$ cat config.mk
export PLATFORM = sky130hd
export DESIGN_NAME = load_store_unit
export DESIGN_NICKNAME = d
export VERILOG_FILES = /design/src/rtl/lsu_pkg.sv /design/src/rtl/lsu_extend.sv /design/src/rtl/load_store_unit.sv
export SDC_FILE = /design/constraint.sdc
export NUM_CORES = 1
export LEC_CHECK = 0
export ABC_AREA = 1
export CAP_MARGIN = 20
export CORE_MARGIN = 1.5
export CORE_UTILIZATION = 40
export DETAILED_ROUTE_END_ITERATION = 10
export PLACE_DENSITY = 0.76
export SETUP_SLACK_MARGIN = 0.2
export SLEW_MARGIN = 10
export SYNTH_ARGS = -nofsm -noshare
export SYNTH_HDL_FRONTEND = slang
export SYNTH_SLANG_ARGS = --single-unit
$ cat constraint.sdc
create_clock -name clk -period 6.2 [get_ports clk]
set_input_delay 1.24 -clock clk [delete_from_list [all_inputs] [get_ports clk]]
set_output_delay 1.24 -clock clk [all_outputs]
set_load 0.03 [all_outputs]
$ cat src/rtl/lsu_pkg.sv
// Shared encodings and helpers for the byte-serial load/store unit.
package lsu_pkg;

    localparam logic [1:0] SIZE_BYTE = 2'b00;
    localparam logic [1:0] SIZE_HALF = 2'b01;
    localparam logic [1:0] SIZE_WORD = 2'b10;
    localparam logic [1:0] SIZE_RSVD = 2'b11;

    typedef enum logic [1:0] {
        ST_IDLE   = 2'd0,
        ST_ACCESS = 2'd1,
        ST_RESP   = 2'd2,
        ST_ERR    = 2'd3
    } lsu_state_e;

    function automatic logic [2:0] byte_count(input logic [1:0] size);
        case (size)
            SIZE_BYTE: byte_count = 3'd1;
            SIZE_HALF: byte_count = 3'd2;
            default:   byte_count = 3'd4;
        endcase
    endfunction

    // Reserved size or an address not aligned to the access size.
    function automatic logic req_bad(input logic [1:0] size, input logic [1:0] addr_lo);
        case (size)
            SIZE_BYTE: req_bad = 1'b0;
            SIZE_HALF: req_bad = addr_lo[0];
            SIZE_WORD: req_bad = (addr_lo != 2'b00);
            default:   req_bad = 1'b1;
        endcase
    endfunction

endpackage

$ cat src/rtl/lsu_extend.sv
// Sign/zero extension of an assembled little-endian load value.
module lsu_extend
    import lsu_pkg::*;
(
    input  logic [31:0] data_i,
    input  logic [1:0]  size_i,
    input  logic        unsigned_i,
    output logic [31:0] data_o
);

    always_comb begin
        data_o = data_i;
        case (size_i)
            SIZE_BYTE: data_o = {{24{~unsigned_i & data_i[7]}}, data_i[7:0]};
            SIZE_HALF: data_o = {{16{~unsigned_i & data_i[15]}}, data_i[15:0]};
            default:   data_o = data_i;
        endcase
    end

endmodule

$ cat src/rtl/load_store_unit.sv
// Byte-serial load/store unit: one memory byte per cycle, one response pulse per request.
//   state  | meaning
//   IDLE   | ready for a request (once the post-reset enable flop has set)
//   ACCESS | one byte strobed per cycle, cnt_q counts remaining bytes down to 0
//   RESP   | one-cycle completion pulse with extended load data
//   ERR    | one-cycle error pulse for misaligned or reserved-size requests
module load_store_unit
    import lsu_pkg::*;
#(
    parameter int ADDR_W = 32
) (
    input  logic              clk,
    input  logic              rst_n,
    input  logic              req_valid,
    output logic              req_ready,
    input  logic              req_write,
    input  logic [1:0]        req_size,
    input  logic              req_unsigned,
    input  logic [ADDR_W-1:0] req_addr,
    input  logic [31:0]       req_wdata,
    output logic              rsp_valid,
    output logic [31:0]       rsp_rdata,
    output logic              rsp_err,
    output logic [ADDR_W-1:0] mem_addr,
    output logic [7:0]        mem_wdata,
    output logic              mem_we,
    output logic              mem_re,
    input  logic [7:0]        mem_rdata
);

    lsu_state_e        state_q, state_d;
    logic              ready_en_q, ready_en_d;
    logic [1:0]        cnt_q, cnt_d;
    logic [1:0]        idx_q, idx_d;
    logic [ADDR_W-1:0] addr_q, addr_d;
    logic [31:0]       wdata_q, wdata_d;
    logic [31:0]       buf_q, buf_d;
    logic              write_q, write_d;
    logic [1:0]        size_q, size_d;
    logic              unsigned_q, unsigned_d;
    logic [31:0]       ext_data;

    always_comb begin
        state_d    = state_q;
        ready_en_d = 1'b1;
        cnt_d      = cnt_q;
        idx_d      = idx_q;
        addr_d     = addr_q;
        wdata_d    = wdata_q;
        buf_d      = buf_q;
        write_d    = write_q;
        size_d     = size_q;
        unsigned_d = unsigned_q;
        case (state_q)
            ST_IDLE: begin
                if (req_valid && req_ready) begin
                    write_d    = req_write;
                    size_d     = req_size;
                    unsigned_d = req_unsigned;
                    if (req_bad(req_size, req_addr[1:0])) begin
                        state_d = ST_ERR;
                    end else begin
                        state_d = ST_ACCESS;
                        cnt_d   = 2'(byte_count(req_size) - 3'd1);
                        idx_d   = 2'd0;
                        addr_d  = req_addr;
                        if (req_write) wdata_d = req_wdata;
                    end
                end
            end
            ST_ACCESS: begin
                if (!write_q) buf_d[{idx_q, 3'b000} +: 8] = mem_rdata;
                // Address and write byte advance only between bytes so both hold after the last one.
                if (cnt_q == 2'd0) begin
                    state_d = ST_RESP;
                end else begin
                    cnt_d  = cnt_q - 2'd1;
                    idx_d  = idx_q + 2'd1;
                    addr_d = addr_q + ADDR_W'(1);
                    if (write_q) wdata_d = {8'h00, wdata_q[31:8]};
                end
            end
            ST_RESP: state_d = ST_IDLE;
            ST_ERR:  state_d = ST_IDLE;
            default: state_d = ST_IDLE;
        endcase
    end

    always_ff @(posedge clk or negedge rst_n) begin
        if (!rst_n) begin
            state_q    <= ST_IDLE;
            ready_en_q <= 1'b0;
            cnt_q      <= 2'd0;
            idx_q      <= 2'd0;
            addr_q     <= '0;
            wdata_q    <= 32'h0;
            buf_q      <= 32'h0;
            write_q    <= 1'b0;
            size_q     <= SIZE_BYTE;
            unsigned_q <= 1'b0;
        end else begin
            state_q    <= state_d;
            ready_en_q <= ready_en_d;
            cnt_q      <= cnt_d;
            idx_q      <= idx_d;
            addr_q     <= addr_d;
            wdata_q    <= wdata_d;
            buf_q      <= buf_d;
            write_q    <= write_d;
            size_q     <= size_d;
            unsigned_q <= unsigned_d;
        end
    end

    lsu_extend u_extend (
        .data_i     (buf_q),
        .size_i     (size_q),
        .unsigned_i (unsigned_q),
        .data_o     (ext_data)
    );

    // ready_en_q keeps req_ready low through reset and until the first edge after release.
    assign req_ready = (state_q == ST_IDLE) && ready_en_q;
    assign mem_re    = (state_q == ST_ACCESS) && !write_q;
    assign mem_we    = (state_q == ST_ACCESS) && write_q;
    assign mem_addr  = addr_q;
    assign mem_wdata = wdata_q[7:0];
    assign rsp_valid = (state_q == ST_RESP) || (state_q == ST_ERR);
    assign rsp_err   = (state_q == ST_ERR);
    assign rsp_rdata = ((state_q == ST_RESP) && !write_q) ? ext_data : 32'h0;

endmodule
==> summary.md <==
| Metric | Value |
|---|---|
| Status | `finished clean` |
| Yosys reg bits | `107` |
| Die Wd | `127 µm` |
| Post-synth EDFFs | `0` |
| Worst reg2reg path depth | `9` |
| Hold Path End | `wdata_q[27]` |
| Synth cell count leaders | `nand2_1, nor2_1, dfrtp_1` |
| Post-Layout Inst Area | `8060 µm²` |
| Number of global-route vias before repair | `5427` |
| Root Driver | `clkbuf_16` |
| Starting DRT DRC Count | `267` |
| HP Start | `wdata_q[27]` |
| WP data required | `4.96 ns` |
| Worst slack, placed | `2.33 ns` |
| Layout Skew | `0.00752 ns` |
| CTS H-tree lvls | `3` |
| Post-synth top area share | `0.432` |
| Placed Cells | `1150` |
| Post-synth top flop | `dfrtp_1` |
| Worst-Skew Late Latency | `0.36 ns` |
| Synthesized cell area | `6200 µm²` |
| Ys async rst share | `1.00` |
| # hold bufs at CTS | `0` |
| Rel. slew slack | `0.364` |
| Footprint of the multi-input gates | `2950 µm²` |
| Hpwl dp | `11500 µm` |
| CTS tree | `built` |
| Drt drc | `0` |
| Core Box Area | `15100 µm²` |
| CTS Buf Count | `9` |
| N_diodes | `0` |
| Area leader, netlist | `dfrtp_1` |
| Fmax | `0.243 GHz` |
| FILL cells | `1479` |
| Setup bufs post-CTS | `0` |
| Die height | `127 µm` |
| Total grt overflow | `0` |
| Net Count, Synth | `935` |
| P_leak | `0.00374 µW` |
| Final-report hold violation count | `0` |
| GRT Util Overall | `0.202` |
| Final worst setup slack | `2.08 ns` |
| First-pass GRT wire length | `26300 µm` |
| Pwr/cell area | `467 nW/µm²` |
| WL/cell | `13.9 µm` |
| Peak VDD IR | `0.000263 V` |
| FF/Latch Area | `2680 µm²` |
| CP max FO | `19` |
| Nets@finish | `1059` |
| Via density | `4.96` |
| ANT nets after route | `0` |
| Layout cells sized above 1 | `0.0480` |
| Crit path time final | `4.12 ns` |
| Vias | `5786` |
| Fin Hold WS | `0.476 ns` |
| Final-report max-slew violation count | `0` |
| Reg2Reg Capture Point | `mem_addr[3]` |
| Crit share post-route | `0.665` |
| Port Buf Inserts | `155` |
| Reg clk slew, reported paths | `0.07 ns` |
| Seq/Total Area, Yosys | `0.432` |
| Worst setup SP type | `flip-flop` |
| R2R Setup Slk | `3.10 ns` |
| Cell variety after synth | `37` |
| Largest net degree at the start of global routing | `63` |
| Pre-Repair DR Iteration Count | `4` |
| Syn Area/Cell | `7.29 µm²` |
| Finished Layout Cells | `1167` |
| Measured slew at the worst slew-check pin | `0.953 ns` |
| Leading post-synthesis cells by cell area | `dfrtp_1, nand2_1, nor2_1, nand3_1, o21ai_0` |
| CP endpoint kind | `primary output` |
| Placed Area | `7750 µm²` |
| # IOs | `156` |
| Synth-to-Final Area Change | `30.0%` |
| Cell count after synthesis | `850` |
| Setup violators final | `0` |
| Yosys warning total | `0` |
| Total Die Area | `16300 µm²` |
| Drt total wl | `16200 µm` |
| Setup TNS | `0 ns` |
| RSZ-0062 raised after global routing | `false` |
| Top-count cell post-synth | `nand2_1` |
| Worst min path class | `reg -> reg` |
| TritonCTS Sinks | `107` |
| Kind of critical path | `reg -> out` |
| WHS Path Cells | `2` |
| Clock Tree Buf Depth | `2` |
| Worst Path Arrival | `2.88 ns` |
| Reg2reg start | `state_q[1]` |
| Max Cap Viol | `0` |
| Site Rows | `45` |
| # resized after CTS | `0` |
| Initial antenna violation count | `0` |
| Initial core utilization | `0.409` |
| Final GP Congestion | `0.874` |
critical path: stages (launching register included):
cell	delay [ns]
dfrtp_1	0.62
nor2_1	0.24
nand3_1	0.26
nand2_1	0.14
nand2_1	0.31
a21oi_1	0.24
clkdlybuf4s50_1	0.71
stage by stage:
step,utilization,power [µW]
floorplan,-,2610
global placement,0.512,3140
detailed placement,0.512,3180
CTS,0.531,3780
global route,0.532,4060
finish,0.532,3770
area by class of cell:
cell class	instances	share of cell area
clock inverters	6	0.00683
well taps	188	0.0292
inverters	85	0.0396
multi-input cells	613	0.366
flip-flops and latches	107	0.332
repair buffers	158	0.196
clock buffers	10	0.0296
metal layers:
layer  vias up  track usage  share of wire
met1      2660        0.275           0.47
met4         0       0.0789          0.025
met3        21       0.0276          0.038
li1       2957            -              -
met2       148        0.328           0.47
met5         -            0              0
cells by family (layout without fill, tap and decap cells):
group	Yosys count	count (layout)	synth area share
muxes	24	24	0.0387
xor gates and xnor gates	6	6	0.00848
and+or+nand+nor	445	445	0.298
adders and majority gates	6	6	0.0121
DFF	107	107	0.432
other	1	1	0.000605
buffers and inverters	130	259	0.0920
AOI/OAI and AO/OA	131	131	0.118
flip-flops by register name, indices dropped and copies added, names as in the netlist:
| name | cells |
|---|---|
| buf_q | 32 |
| cnt_q | 2 |
| idx_q | 2 |
| mem_addr | 32 |
| ready_en_q | 1 |
| size_q | 2 |
| state_q | 2 |
| unsigned_q | 1 |
| wdata_q | 32 |
| write_q | 1 |
worst max-delay path by stage:
stage / startpoint / to / slack (ns) / cells past startpoint
global placement: req_size[0] / wdata_q[0] / 2.44 / 9
detailed placement: req_valid / wdata_q[3] / 2.33 / 7
global route: size_q[1] / rsp_rdata[28] / 1.82 / 6
CTS: size_q[1] / rsp_rdata[17] / 2.09 / 6
floorplan: size_q[1] / rsp_rdata[21] / 3.18 / 7
finish: size_q[1] / rsp_rdata[17] / 2.08 / 6
cells in the final DEF, fill, tap and decap left out, types with 3 or more instances in the layout:
cell type	instances
nor2_1	122
clkdlybuf4s50_1	154
nand3_1	71
o21ai_2	14
buf_4	3
nand4_1	8
a31oi_1	3
o21ai_0	63
o21ai_1	7
o21bai_1	3
mux2i_1	24
o22ai_1	3
ha_1	6
clkbuf_16	9
nor2_2	3
nand2_1	228
xnor2_1	5
nand2_2	3
inv_1	84
dfrtp_1	107
a21oi_1	34
power breakdown:
group / total [µW] / internal (µW) / switching, µW
Sequential: 1300 / 1020 / 284
Combinational: 1890 / 706 / 1180
Clock: 579 / 293 / 286
Total: 3770 / 2010 / 1750
Power figures use the tool's default switching activity.
